$ cat config.mk
export PLATFORM = sky130hd
export DESIGN_NAME = mem_access_unit_flat
export DESIGN_NICKNAME = d
export VERILOG_FILES = /design/src/rtl/mem_access_unit_if.sv /design/src/rtl/mem_access_unit.sv /design/src/flat_wrapper.sv
export SDC_FILE = /design/constraint.sdc
export NUM_CORES = 1
export LEC_CHECK = 0
export BUFFER_PORTS_ARGS = -buffer_cell sky130_fd_sc_hd__buf_4
export CORE_MARGIN = 2
export CORE_UTILIZATION = 45
export DETAILED_ROUTE_END_ITERATION = 6
export PLACE_DENSITY_LB_ADDON = 0.3
export SLEW_MARGIN = 20
export SYNTH_ARGS = -nofsm -noshare
export SYNTH_HDL_FRONTEND = slang
export SYNTH_SLANG_ARGS = --single-unit
export TNS_END_PERCENT = 20
$ cat constraint.sdc
create_clock -name clk -period 7 [get_ports clk]
set_input_delay 1.4 -clock clk [delete_from_list [all_inputs] [get_ports clk]]
set_output_delay 1.4 -clock clk [all_outputs]
set_load 0.02 [all_outputs]
$ cat src/rtl/mem_access_unit_if.sv
// Pipeline-request and datamem signals of the MEM-stage access unit.
// master = pipeline + datamem side, slave = mem_access_unit.
interface mem_access_unit_if #(
    parameter int AW = 32,
    parameter int DW = 32
);
    logic          req;
    logic          req_we;
    logic [1:0]    req_size;
    logic          req_uns;
    logic [AW-1:0] req_addr;
    logic [DW-1:0] req_wdata;
    logic          busy;
    logic          done;
    logic [DW-1:0] rdata;
    logic          exc;
    logic          MemRead;
    logic          MemWrite;
    logic [AW-1:0] Addr;
    logic [DW-1:0] Wdata;
    logic [DW-1:0] Rdata;

    modport master (
        output req, req_we, req_size, req_uns, req_addr, req_wdata, Rdata,
        input  busy, done, rdata, exc, MemRead, MemWrite, Addr, Wdata
    );

    modport slave (
        input  req, req_we, req_size, req_uns, req_addr, req_wdata, Rdata,
        output busy, done, rdata, exc, MemRead, MemWrite, Addr, Wdata
    );
endinterface

$ cat src/rtl/mem_access_unit.sv
// MEM-stage load/store initiator for a word-only datamem; sub-word stores use read-modify-write.
// Optional macro MISALIGN_TRAP_EN: misaligned half/word requests complete at once with exc=1.
module mem_access_unit #(
    parameter int AW         = 32,
    parameter int DW         = 32,
    parameter bit BIG_ENDIAN = 1'b1
) (
    input  logic               clk,
    input  logic               rst,
    mem_access_unit_if.slave   bus
);

    typedef enum logic [2:0] {
        IDLE   = 3'd0,
        RD     = 3'd1,
        WR     = 3'd2,
        RMW_RD = 3'd3,
        RMW_WR = 3'd4,
        DONE   = 3'd5
    } state_t;

    state_t        state_q;
    logic          busy_q;
    logic          done_q;
    logic          exc_q;
    logic          mem_read_q;
    logic          mem_write_q;
    logic [AW-1:0] addr_q;
    logic [DW-1:0] wdata_q;
    logic [DW-1:0] rdata_q;
    logic [1:0]    size_q;
    logic          uns_q;
    logic [1:0]    off_q;
    logic [DW-1:0] sdata_q;
    logic          trap_s;

    // Bit position of the addressed lane inside the datamem word.
    function automatic logic [4:0] lane_shift(input logic [1:0] off, input logic [1:0] size);
        logic [4:0] sh;
        case (size)
            2'b00:   sh = BIG_ENDIAN ? {~off, 3'b000} : {off, 3'b000};
            2'b01:   sh = BIG_ENDIAN ? {~off[1], 4'b0000} : {off[1], 4'b0000};
            default: sh = 5'd0;
        endcase
        return sh;
    endfunction

    function automatic logic [DW-1:0] load_extend(input logic [DW-1:0] word, input logic [1:0] size,
                                                  input logic uns, input logic [1:0] off);
        logic [DW-1:0] v;
        logic [DW-1:0] r;
        v = word >> lane_shift(off, size);
        case (size)
            2'b00:   r = {{24{~uns & v[7]}}, v[7:0]};
            2'b01:   r = {{16{~uns & v[15]}}, v[15:0]};
            default: r = v;
        endcase
        return r;
    endfunction

    function automatic logic [DW-1:0] merge_lane(input logic [DW-1:0] old, input logic [DW-1:0] data,
                                                 input logic [1:0] size, input logic [1:0] off);
        logic [DW-1:0] mask;
        logic [4:0]    sh;
        sh = lane_shift(off, size);
        case (size)
            2'b00:   mask = 32'h0000_00FF;
            2'b01:   mask = 32'h0000_FFFF;
            default: mask = 32'hFFFF_FFFF;
        endcase
        mask = mask << sh;
        return (old & ~mask) | ((data << sh) & mask);
    endfunction

    // Misalignment detection on the incoming request.
    always_comb begin
`ifdef MISALIGN_TRAP_EN
        trap_s = ((bus.req_size == 2'b01) && bus.req_addr[0]) ||
                 (bus.req_size[1] && (bus.req_addr[1:0] != 2'b00));
`else
        trap_s = 1'b0;
`endif
    end

    // Access sequencer with registered datamem and pipeline outputs.
    always_ff @(posedge clk or posedge rst) begin
        if (rst) begin
            state_q     <= IDLE;
            busy_q      <= 1'b0;
            done_q      <= 1'b0;
            exc_q       <= 1'b0;
            mem_read_q  <= 1'b0;
            mem_write_q <= 1'b0;
            addr_q      <= '0;
            wdata_q     <= '0;
            rdata_q     <= '0;
            size_q      <= 2'b00;
            uns_q       <= 1'b0;
            off_q       <= 2'b00;
            sdata_q     <= '0;
        end else begin
            case (state_q)
                IDLE: begin
                    done_q <= 1'b0;
                    exc_q  <= 1'b0;
                    if (bus.req) begin
                        busy_q  <= 1'b1;
                        addr_q  <= {bus.req_addr[AW-1:2], 2'b00};
                        size_q  <= (bus.req_size == 2'b11) ? 2'b10 : bus.req_size;
                        uns_q   <= bus.req_uns;
                        off_q   <= bus.req_addr[1:0];
                        sdata_q <= bus.req_wdata;
                        if (trap_s) begin
                            state_q <= DONE;
                            done_q  <= 1'b1;
                            exc_q   <= 1'b1;
                            rdata_q <= '0;
                        end else if (!bus.req_we) begin
                            state_q    <= RD;
                            mem_read_q <= 1'b1;
                        end else if (!bus.req_size[1]) begin
                            state_q    <= RMW_RD;
                            mem_read_q <= 1'b1;
                        end else begin
                            state_q     <= WR;
                            mem_write_q <= 1'b1;
                            wdata_q     <= bus.req_wdata;
                        end
                    end else begin
                        busy_q <= 1'b0;
                    end
                end
                RD: begin
                    mem_read_q <= 1'b0;
                    rdata_q    <= load_extend(bus.Rdata, size_q, uns_q, off_q);
                    done_q     <= 1'b1;
                    state_q    <= DONE;
                end
                WR: begin
                    mem_write_q <= 1'b0;
                    done_q      <= 1'b1;
                    state_q     <= DONE;
                end
                RMW_RD: begin
                    mem_read_q  <= 1'b0;
                    mem_write_q <= 1'b1;
                    wdata_q     <= merge_lane(bus.Rdata, sdata_q, size_q, off_q);
                    state_q     <= RMW_WR;
                end
                RMW_WR: begin
                    mem_write_q <= 1'b0;
                    done_q      <= 1'b1;
                    state_q     <= DONE;
                end
                DONE: begin
                    done_q  <= 1'b0;
                    exc_q   <= 1'b0;
                    busy_q  <= 1'b0;
                    state_q <= IDLE;
                end
                default: begin
                    state_q     <= IDLE;
                    busy_q      <= 1'b0;
                    done_q      <= 1'b0;
                    exc_q       <= 1'b0;
                    mem_read_q  <= 1'b0;
                    mem_write_q <= 1'b0;
                end
            endcase
        end
    end

    assign bus.busy     = busy_q;
    assign bus.done     = done_q;
    assign bus.exc      = exc_q;
    assign bus.rdata    = rdata_q;
    assign bus.MemRead  = mem_read_q;
    assign bus.MemWrite = mem_write_q;
    assign bus.Addr     = addr_q;
    assign bus.Wdata    = wdata_q;

endmodule

$ cat src/flat_wrapper.sv
// flat-port wrapper written by rule: the top's interface ports become plain ports
module mem_access_unit_flat 
#(
    parameter int AW         = 32,
    parameter int DW         = 32,
    parameter bit BIG_ENDIAN = 1'b1
)
  (clk, rst, bus_req, bus_req_we, bus_req_size, bus_req_uns, bus_req_addr, bus_req_wdata, bus_Rdata, bus_busy, bus_done, bus_rdata, bus_exc, bus_MemRead, bus_MemWrite, bus_Addr, bus_Wdata);
  mem_access_unit_if #(.AW(AW), .DW(DW)) bus_i ();
  input  logic clk;
  input  logic rst;
  input wire logic [$bits(bus_i.req)-1:0] bus_req;
  input wire logic [$bits(bus_i.req_we)-1:0] bus_req_we;
  input wire logic [$bits(bus_i.req_size)-1:0] bus_req_size;
  input wire logic [$bits(bus_i.req_uns)-1:0] bus_req_uns;
  input wire logic [$bits(bus_i.req_addr)-1:0] bus_req_addr;
  input wire logic [$bits(bus_i.req_wdata)-1:0] bus_req_wdata;
  input wire logic [$bits(bus_i.Rdata)-1:0] bus_Rdata;
  output wire logic [$bits(bus_i.busy)-1:0] bus_busy;
  output wire logic [$bits(bus_i.done)-1:0] bus_done;
  output wire logic [$bits(bus_i.rdata)-1:0] bus_rdata;
  output wire logic [$bits(bus_i.exc)-1:0] bus_exc;
  output wire logic [$bits(bus_i.MemRead)-1:0] bus_MemRead;
  output wire logic [$bits(bus_i.MemWrite)-1:0] bus_MemWrite;
  output wire logic [$bits(bus_i.Addr)-1:0] bus_Addr;
  output wire logic [$bits(bus_i.Wdata)-1:0] bus_Wdata;
  assign bus_i.req = bus_req;
  assign bus_i.req_we = bus_req_we;
  assign bus_i.req_size = bus_req_size;
  assign bus_i.req_uns = bus_req_uns;
  assign bus_i.req_addr = bus_req_addr;
  assign bus_i.req_wdata = bus_req_wdata;
  assign bus_i.Rdata = bus_Rdata;
  assign bus_busy = bus_i.busy;
  assign bus_done = bus_i.done;
  assign bus_rdata = bus_i.rdata;
  assign bus_exc = bus_i.exc;
  assign bus_MemRead = bus_i.MemRead;
  assign bus_MemWrite = bus_i.MemWrite;
  assign bus_Addr = bus_i.Addr;
  assign bus_Wdata = bus_i.Wdata;
  mem_access_unit #(.AW(AW), .DW(DW), .BIG_ENDIAN(BIG_ENDIAN)) u_core (.clk(clk), .rst(rst), .bus(bus_i));
endmodule
==> impl_metrics.py, run 1 <==
metrics = {
    "outcome": {
        "status": "completed",
    },
    "placed_design": {
        "placed_cell_area_sq_mm": 0.00864,
        "io_buffers": 200,
        "place_ws_ps": 3790,
        "hpwlAfterDp_um": 14900,
        "gp_congestion": 0.908,
    },
    "timing": {
        "fin_skew_ps": 11.1,
        "hold_viol": 0,
        "fin_ws_ps": 4140,
        "fmaxAchievable_mhz": 349,
        "setup_violations": 0,
        "fin_setup_tns_ps": 0,
        "max_slew_margin": 0.319,
        "tightest_slew_ps": 1020,
        "holdWs_ps": 495,
        "drv_slew": 0,
        "rsz0062_at_grt": "false",
        "fin_crit_sh": 0.409,
        "period_minus_slack_ps": 2860,
    },
    "worst_setup_path": {
        "critical_path.top_delay_family": "simple AND/OR/NAND/NOR gates",
        "cp-end-kind": "register",
        "cp.depth": 5,
        "cpMaxStageDelayCell": "buf_4",
        "rr_worst_depth": 5,
        "path_cells": "buf_4 > nor2_2 > o211ai_1 > nand4_2 > a31oi_1",
        "worstSetupPathType": "reg -> reg",
        "cp-start-kind": "register",
        "cp_max_fo": 88,
        "cp.arrival_ps": 3190,
        "cpPeakStageDelay_ps": 690,
        "path_buf_inv": 1,
        "cp.required_ps": 7320,
    },
    "logic_synthesis": {
        "ys_seq_area_frac": 0.486,
        "async_reset_ff_frac": 1.00,
        "ys_types": 58,
        "syn_inst": 666,
        "avgSynthCellArea_sq_um": 10.7,
        "netlist_area_sq_mm": 0.00710,
        "synth_edf_count": 0,
        "ys.flop_type": "dfrtp_1",
        "ys_ff_latch": 138,
        "synth_warnings": 0,
    },
    "cells_and_area": {
        "fin_area_sq_mm": 0.00925,
        "final_util": 0.604,
        "final_cell_mix": "208 x buf_4, 137 x dfrtp_1, 80 x mux2_2, 56 x a21oi_1, 53 x a31oi_1",
        "final_common_cell": "buf_4",
        "layout.nets": 937,
        "antennaDiodeCount": 0,
        "area_delta_synth_final_pct": 30.2,
        "drive_above_1_share": 0.401,
    },
    "cts": {
        "clkSlewWorstSetupHoldPaths_ps": 60,
        "root_buffer": "clkbuf_16",
        "post_cts_buffers": 0,
        "cts_hold_buf": 0,
        "cts_resized": 0,
        "clock-sinks": 138,
        "clock_path_buffers": 2,
        "htree_levels": 4,
        "cts_buffers": 17,
        "clkLatencyLatePin_ps": 430,
        "cts_tree": "done",
    },
    "floorplan": {
        "dieArea_sq_mm": 0.0168,
        "core-area_sq_mm": 0.0153,
        "fp-row-count": 45,
        "initial_utilization": 0.464,
        "ios": 204,
        "fp.dieW_um": 130,
        "die_height_um": 130,
    },
    "global_routing": {
        "track_usage": 0.254,
        "grt_overflow": 0,
        "antenna_found_initial": 0,
        "first_global_vias": 5955,
        "grt_max_degree": 89,
        "grt_pass1_wl_um": 32600,
    },
    "route": {
        "drc": 0,
        "vias": 6163,
        "wl_per_cell_um": 19.9,
        "firstDrtPassIters": 7,
        "ant_nets": 0,
        "drtIter0Drc": 542,
        "wl_um": 21000,
        "routed_via_density": 5.83,
    },
    "worst_hold_path": {
        "hold_path_class": "reg -> reg",
        "hold_depth": 1,
    },
    "power": {
        "ir_drop_mv": 0.244,
        "power_leakage_nw": 4.08,
        "powerDensity_mw_per_mm2": 506,
    },
    "job": {
        "cap_violations": 0,
    },
}
## cell usage after synthesis (2+ instances only)
cell type,count,area share
o21ai_0,43,0.030
dfrtp_1,138,0.49
nand3b_1,2,0.0021
buf_6,4,0.0063
nor2_1,39,0.021
inv_1,24,0.013
o311a_1,8,0.011
o31ai_1,9,0.0095
mux4_1,3,0.011
o21a_1,10,0.011
a32oi_1,8,0.0099
nor4b_1,8,0.0099
mux2i_1,12,0.017
and2_1,9,0.0079
o31a_1,2,0.0025
mux4_2,4,0.013
buf_2,32,0.023
a21o_1,9,0.0095
a21boi_0,4,0.0042
nand2_1,27,0.014
clkbuf_1,22,0.012
buf_4,3,0.0032
o21ai_1,2,0.0014
nand2b_1,7,0.0062
mux2_2,80,0.13
o311ai_0,3,0.0037
a31oi_1,53,0.047
or3_1,10,0.0088
nor3_1,4,0.0028
or3b_1,2,0.0025
or3b_2,2,0.0025
a21oi_1,56,0.039
o211ai_1,2,0.0021
## through the flow
| stage | total power [W] | instances |
|---|---|---|
| 2_1_floorplan | 0.00296 | 668 |
| 3_3_place_gp | 0.00369 | 1026 |
| 3_5_place_dp | 0.00376 | 1026 |
| 4_1_cts | 0.00469 | 1058 |
| 5_1_grt | 0.00496 | 1058 |
| 6_report | 0.00468 | 1058 |
## cells by family after synthesis
group,Yosys count,share of synthesized area
DFF,138,0.486
AOI/OAI and AO/OA,221,0.197
muxes,99,0.168
other,1,0.000528
buffers and inverters,86,0.0569
xor gates and xnor gates,1,0.00123
and+or+nand+nor,120,0.0906
## worst paths after layout
kind | from | slack (ps) | to
setup reg to reg | u_core.size_q[1] | 4140 | u_core.bus.rdata[24]
max in group asynchronous | rst | 4850 | u_core.bus.Wdata[8]
hold reg to reg | u_core.bus.busy | 500 | u_core.bus.busy
setup / recovery | u_core.size_q[1] | 4140 | u_core.bus.rdata[24]
hold / removal | u_core.bus.busy | 500 | u_core.bus.busy
min in group asynchronous | rst | 990 | u_core.bus.Addr[25]
## where the power goes
| part | leakage [nW] | internal (W) | switching (W) |
|---|---|---|---|
| combinational | 2.16 | 0.000989 | 0.00122 |
| sequential | 1.63 | 0.00121 | 0.000350 |
| clock | 0.291 | 0.000538 | 0.000378 |
## layer usage
metal,wire length (um),up-vias,GRT usage
met5,0,-,0
met4,578,0,0.102
met3,1950,41,0.0623
met2,9420,324,0.369
met1,9100,3012,0.366
li1,-,2786,-
## flip-flops by register name, indices dropped and copies added (netlist names)
name                 cells
u_core.bus.MemRead       1
u_core.bus.rdata        32
u_core.state_q           3
u_core.size_q            2
u_core.uns_q             1
u_core.off_q             2
u_core.bus.Wdata        32
u_core.bus.done          1
u_core.bus.busy          1
u_core.bus.MemWrite      1
u_core.bus.Addr         30
u_core.sdata_q          32
## area by class of cell
type	count	area [sq um]
fill	1314	6070
sequential	138	3450
multi-input combinational	444	3260
timing repair buffer	209	1570
clock buffer	17	425
tap	211	264
clock inverter	15	179
inverter	24	95.1
No activity file was read; power rests on OpenSTA's default activity.
==> inputs of run 2 (changes only) <==
--- a/config.mk
+++ b/config.mk
@@ -5,6 +5,7 @@
 export SDC_FILE = /design/constraint.sdc
 export NUM_CORES = 1
 export LEC_CHECK = 0
+export ABC_AREA = 1
 export BUFFER_PORTS_ARGS = -buffer_cell sky130_fd_sc_hd__buf_4
 export CORE_MARGIN = 2
 export CORE_UTILIZATION = 45
==> constraint.sdc (replaced) <==
create_clock -name clk -period 2.4 [get_ports clk]
set_input_delay 0.48 -clock clk [delete_from_list [all_inputs] [get_ports clk]]
set_output_delay 0.48 -clock clk [all_outputs]
set_load 0.02 [all_outputs]
==> run 2 against run 1 <==
Area after synthesis grew 8.6%. Global-route usage grew 0.62 points. Register-to-register slack lost 3900 ps. Clock power grew to 2.8 times the previous value. Sequential power grew to 2.7 times the previous value.
==> impl_metrics.py, run 2 <==
metrics = {
    "global_routing": {
        "use_met3": 0.0743,
        "use_met1": 0.374,
        "antenna_found_initial": 0,
        "grt_overflow": 0,
        "gr-usage-met2": 0.374,
        "grt_max_degree": 97,
        "track_usage": 0.260,
        "grt_pass1_wl_um": 36800,
        "grt_busiest_layer": "met2",
        "first_global_vias": 6952,
    },
    "cts": {
        "clkLatencyLatePin_ps": 430,
        "cts_resized": 0,
        "clock-sinks": 138,
        "cts_tree": "done",
        "cts_hold_buf": 0,
        "post_cts_buffers": 0,
        "cts_buffers": 17,
        "clock_path_buffers": 2,
        "clkSlewWorstSetupHoldPaths_ps": 60,
        "htree_levels": 4,
        "root_buffer": "clkbuf_16",
    },
    "timing": {
        "fin_setup_tns_ps": 0,
        "period_minus_slack_ps": 2120,
        "max_slew_margin": 0.548,
        "fin_skew_ps": 9.31,
        "fmaxAchievable_mhz": 472,
        "rsz0062_at_grt": "false",
        "tightest_slew_ps": 677,
        "hold_viol": 0,
        "fin_crit_sh": 0.883,
        "drv_slew": 0,
        "setup_violations": 0,
        "holdWs_ps": 154,
    },
    "floorplan": {
        "ios": 204,
        "initial_utilization": 0.463,
        "fp.dieW_um": 135,
        "core-area_sq_mm": 0.0166,
        "fp-row-count": 47,
        "dieArea_sq_mm": 0.0182,
        "die_height_um": 135,
    },
    "worst_setup_path": {
        "rr_worst_depth": 8,
        "cp_max_fo": 35,
        "r2r_end": "u_core.bus.rdata[12]",
        "cp-start-kind": "register",
        "cp.arrival_ps": 2490,
        "cp-end-kind": "register",
        "r2r-start": "u_core.size_q[1]",
        "worstSetupPathType": "reg -> reg",
        "cp.required_ps": 2770,
        "reg2reg_slack_ps": 280,
    },
    "route": {
        "firstDrtPassIters": 6,
        "wl_per_cell_um": 15.5,
        "ant_nets": 0,
        "drc": 0,
        "wl_um": 23000,
        "routed_via_density": 4.99,
        "vias": 7398,
        "drtIter0Drc": 644,
    },
    "logic_synthesis": {
        "synth_top_area_frac": 0.448,
        "synth_edf_count": 0,
        "ys_ff_latch": 138,
        "async_reset_ff_frac": 1.00,
        "synth_common_cells": "341 x nand2_1, 149 x inv_1, 138 x dfrtp_1",
        "synth_area_leaders": "dfrtp_1 45%, nand2_1 17%, nand3_1 7.9%, inv_1 7.3%, o21ai_0 3.6%",
        "synth_top_area_cell": "dfrtp_1",
        "synth_most_common_cell": "nand2_1",
        "netlist_area_sq_mm": 0.00771,
        "ys.flop_type": "dfrtp_1",
        "ys_types": 28,
        "avgSynthCellArea_sq_um": 7.17,
        "ys_seq_area_frac": 0.448,
        "syn_inst": 1075,
        "synth_warnings": 0,
    },
    "power": {
        "ir_drop_mv": 0.704,
        "powerDensity_mw_per_mm2": 1520,
        "power_leakage_nw": 5.46,
    },
    "job": {
        "cap_violations": 0,
    },
    "cells_and_area": {
        "layout.nets": 1354,
        "drive_above_1_share": 0.235,
        "antennaDiodeCount": 0,
        "final_cell_mix": "341 x nand2_1, 211 x buf_4, 148 x inv_1, 138 x dfrtp_1, 120 x nand3_1",
        "area_delta_synth_final_pct": 28.9,
        "final_common_cell": "nand2_1",
    },
    "worst_hold_path": {
        "hold_path_class": "in -> async",
    },
    "outcome": {
        "status": "completed",
    },
    "placed_design": {
        "hpwlAfterDp_um": 16900,
        "gp_congestion": 0.935,
        "io_buffers": 200,
    },
}
-- run 2: cell type report --
cell class | instances | area (sq um)
Timing Repair Buffer | 218 | 1720
Fill cell | 1570 | 6710
Inverter | 153 | 581
Tap cell | 220 | 275
Sequential cell | 138 | 3450
Clock buffer | 18 | 439
Multi-Input combinational cell | 723 | 3340
Clock inverter | 14 | 125
-- run 2: report_power, final --
group	internal, W	total, W	switching (W)
Sequential	0.00348	0.00415	0.000671
Clock	0.00139	0.00256	0.00117
Combinational	0.00308	0.00837	0.00529
Total	0.00795	0.0151	0.00713
-- run 2: how the worst max path moves through the flow --
stage	startpoint	to	slack, ps	cells past startpoint
global route	u_core.size_q[1]	u_core.bus.rdata[11]	60	8
floorplan	rst	u_core.bus.Addr[10]	200	1
finish	u_core.size_q[1]	u_core.bus.rdata[12]	280	8
CTS	u_core.size_q[1]	u_core.bus.rdata[12]	290	8
detailed placement	u_core.size_q[1]	u_core.bus.rdata[12]	310	8
global placement	u_core.size_q[1]	u_core.bus.rdata[11]	350	8
-- run 2: metrics by stage --
stage	setup slack [ps]	std cells	util	power [W]	cell area, sq um
final	280	1484	0.597	0.0151	9930
after global routing	60.1	1484	0.597	0.0163	9930
after CTS	295	1484	0.597	0.0151	9930
after detailed placement	307	1452	0.563	0.0125	9370
after global placement	354	1452	0.563	0.0124	9370
after floorplan	199	1077	-	0.00993	7720
-- run 2: logic make-up after synthesis --
family          after synthesis  synth area share
other cells                   1          0.000486
simple gates                568             0.318
buf+inv                     216             0.122
flops                       138             0.448
compound gates              152             0.112
-- run 2: metal layers --
| metal | wire [um] | vias up |
|---|---|---|
| li1 | - | 3688 |
| met3 | 2170 | 43 |
| met2 | 9930 | 311 |
| met4 | 570 | 0 |
| met5 | 0 | - |
| met1 | 10300 | 3356 |
-- run 2: worst max-delay path, cell delays in order, from the launching register on --
cell	delay (ps)
dfrtp_1	520
nor2_8	160
buf_4	350
nand3_1	110
nand3_1	140
nand3_2	420
nand3_1	240
nand2_1	60
inv_1	50
==> inputs of run 3 (changes only) <==
--- a/config.mk
+++ b/config.mk
@@ -7,10 +7,13 @@
 export LEC_CHECK = 0
 export ABC_AREA = 1
 export BUFFER_PORTS_ARGS = -buffer_cell sky130_fd_sc_hd__buf_4
+export CELL_PAD_IN_SITES_DETAIL_PLACEMENT = 0
+export CELL_PAD_IN_SITES_GLOBAL_PLACEMENT = 2
 export CORE_MARGIN = 2
-export CORE_UTILIZATION = 45
+export CORE_UTILIZATION = 26
 export DETAILED_ROUTE_END_ITERATION = 6
 export PLACE_DENSITY_LB_ADDON = 0.3
+export SETUP_SLACK_MARGIN = 0.3
 export SLEW_MARGIN = 20
 export SYNTH_ARGS = -nofsm -noshare
 export SYNTH_HDL_FRONTEND = slang
==> run 3 against run 2 <==
Sequential cell count stayed put. Clock skew is 3.3 ps higher. Count of clock-buffer cells in the layout stayed put. Worst hold slack worse by 85 ps. Non-clock buffer count is 1 higher. Global-route usage is 8.0 points lower. Sequential share of layout area is 0.88 points lower. Die area is 71% higher. Clock power is 5% higher. Via count is 2.1% lower. First-iteration DRC count is 19% lower. Final cell count is 11% higher. Critical endpoint is now u_core.bus.rdata[13]. Largest power group unchanged.
==> impl_metrics.py, run 3 (synthesis results as in run 2) <==
metrics = {
    "cells_and_area": {
        "final_common_cell": "nand2_1",
        "final_cell_mix": "341 x nand2_1, 211 x buf_4, 148 x inv_1, 138 x dfrtp_1, 120 x nand3_1",
        "layout.nets": 1355,
        "fill_cells": 3197,
        "drive_above_1_share": 0.235,
        "antennaDiodeCount": 0,
        "area_delta_synth_final_pct": 32.2,
    },
    "global_routing": {
        "grt_overflow": 0,
        "first_global_vias": 7328,
        "use_met1": 0.257,
        "track_usage": 0.180,
        "grt_max_degree": 70,
        "grt_pass1_wl_um": 42700,
        "gr-usage-met2": 0.263,
        "use_met3": 0.0519,
        "antenna_found_initial": 0,
        "grt_busiest_layer": "met2",
    },
    "job": {
        "cap_violations": 0,
    },
    "route": {
        "wl_um": 27200,
        "vias": 7244,
        "routed_via_density": 4.38,
        "firstDrtPassIters": 5,
        "wl_per_cell_um": 16.4,
        "drc": 0,
        "drtIter0Drc": 523,
        "ant_nets": 0,
    },
    "floorplan": {
        "ios": 204,
        "fp-row-count": 63,
        "core-area_sq_mm": 0.0294,
        "fp.dieW_um": 176,
        "die_height_um": 176,
        "dieArea_sq_mm": 0.0310,
        "initial_utilization": 0.262,
    },
    "cts": {
        "clock_path_buffers": 2,
        "cts_buffers": 17,
        "clkSlewWorstSetupHoldPaths_ps": 70,
        "clkLatencyLatePin_ps": 430,
        "cts_hold_buf": 0,
        "clock-sinks": 138,
        "cts_tree": "done",
        "htree_levels": 4,
        "root_buffer": "clkbuf_16",
    },
    "worst_setup_path": {
        "cp.arrival_ps": 2260,
        "crit_top_cell": "nand3_1",
        "cpMaxStageDelayCell": "dfrtp_1",
        "path_buf_inv": 3,
        "worstSetupPathType": "reg -> reg",
        "startpoint": "u_core.off_q[0]",
        "path_cells": "inv_2 > buf_4 > nand3_1 > nand3_1 > nand3_4 > nand3_1 > nand2_1 > inv_1",
        "cpPeakStageDelay_ps": 420,
        "cp-start-kind": "register",
        "r2r-start": "u_core.off_q[0]",
        "critical_path.top_delay_family": "simple AND/OR/NAND/NOR gates",
        "cp.required_ps": 2780,
        "cp_max_fo": 24,
        "cp-end-kind": "register",
    },
    "timing": {
        "fin_setup_tns_ps": 0,
        "drv_slew": 0,
        "setup_violations": 0,
        "hold_viol": 0,
        "fin_skew_ps": 12.6,
        "fmaxAchievable_mhz": 531,
        "period_minus_slack_ps": 1880,
        "fin_crit_sh": 0.785,
        "fin_ws_ps": 517,
        "rsz0062_at_grt": "false",
    },
    "placed_design": {
        "gp_congestion": 0.878,
        "hpwlAfterDp_um": 20600,
        "io_buffers": 200,
        "place_ws_ps": 228,
    },
    "worst_hold_path": {
        "hold_path_class": "in -> async",
    },
    "power": {
        "power_leakage_nw": 5.47,
        "powerDensity_mw_per_mm2": 1510,
        "ir_drop_mv": 0.543,
    },
    "outcome": {
        "status": "completed",
    },
}
## run 3: stage by stage
stage | cell area, sq um | util | cells | hold slack, ps | power (W)
floorplan | 7720 | - | 1077 | 453 | 0.00993
detailed placement | 9590 | 0.326 | 1623 | 462 | 0.0128
finish | 10200 | 0.347 | 1654 | 69.4 | 0.0154
global placement | 9590 | 0.326 | 1623 | 455 | 0.0128
global route | 10200 | 0.347 | 1654 | 86.1 | 0.0168
CTS | 10200 | 0.346 | 1654 | 76.0 | 0.0156
## run 3: per-layer routing
metal	wire length (um)	share of wire
met3	2050	0.075
met4	395	0.015
met2	11500	0.42
met1	13300	0.49
met5	0	0
## run 3: final timing paths
check                      slack [ps]                   end  depth (start not counted)
max in group asynchronous        1720  u_core.bus.Wdata[14]                          3
max                               520  u_core.bus.rdata[13]                          8
max reg2reg                       520  u_core.bus.rdata[13]                          8
min reg2reg                       470    u_core.bus.Addr[4]                          2
min                                70  u_core.bus.Wdata[28]                          2
min in group clk                  240   u_core.bus.Addr[19]                          3
## run 3: cell type report
class	instances	area (sq um)	share of cell area
flip-flops and latches	138	3450	0.339
multi-input cells	723	3350	0.329
repair buffers	219	1740	0.170
inverters	153	581	0.0570
well taps	390	488	0.0479
clock buffers	18	439	0.0431
clock inverters	13	144	0.0141
## run 3: repair_timing
item	in CTS	in global routing
pin swaps	0	0
setup buffers	0	0
setup endpoints to repair	24	12
gates resized for setup	1	2
## run 3: worst register-to-register path, cell delays in order (launching register included)
cell and delay [ps]:
dfrtp_1 420, inv_2 250, buf_4 320, nand3_1 110, nand3_1 160, nand3_4 270
nand3_1 190, nand2_1 60, inv_1 50
## run 3: report_power, final
| group | internal, W | switching, W | total [W] |
|---|---|---|---|
| combinational | 0.00312 | 0.00546 | 0.00858 |
| clock | 0.00156 | 0.00114 | 0.00270 |
| sequential | 0.00348 | 0.000665 | 0.00415 |
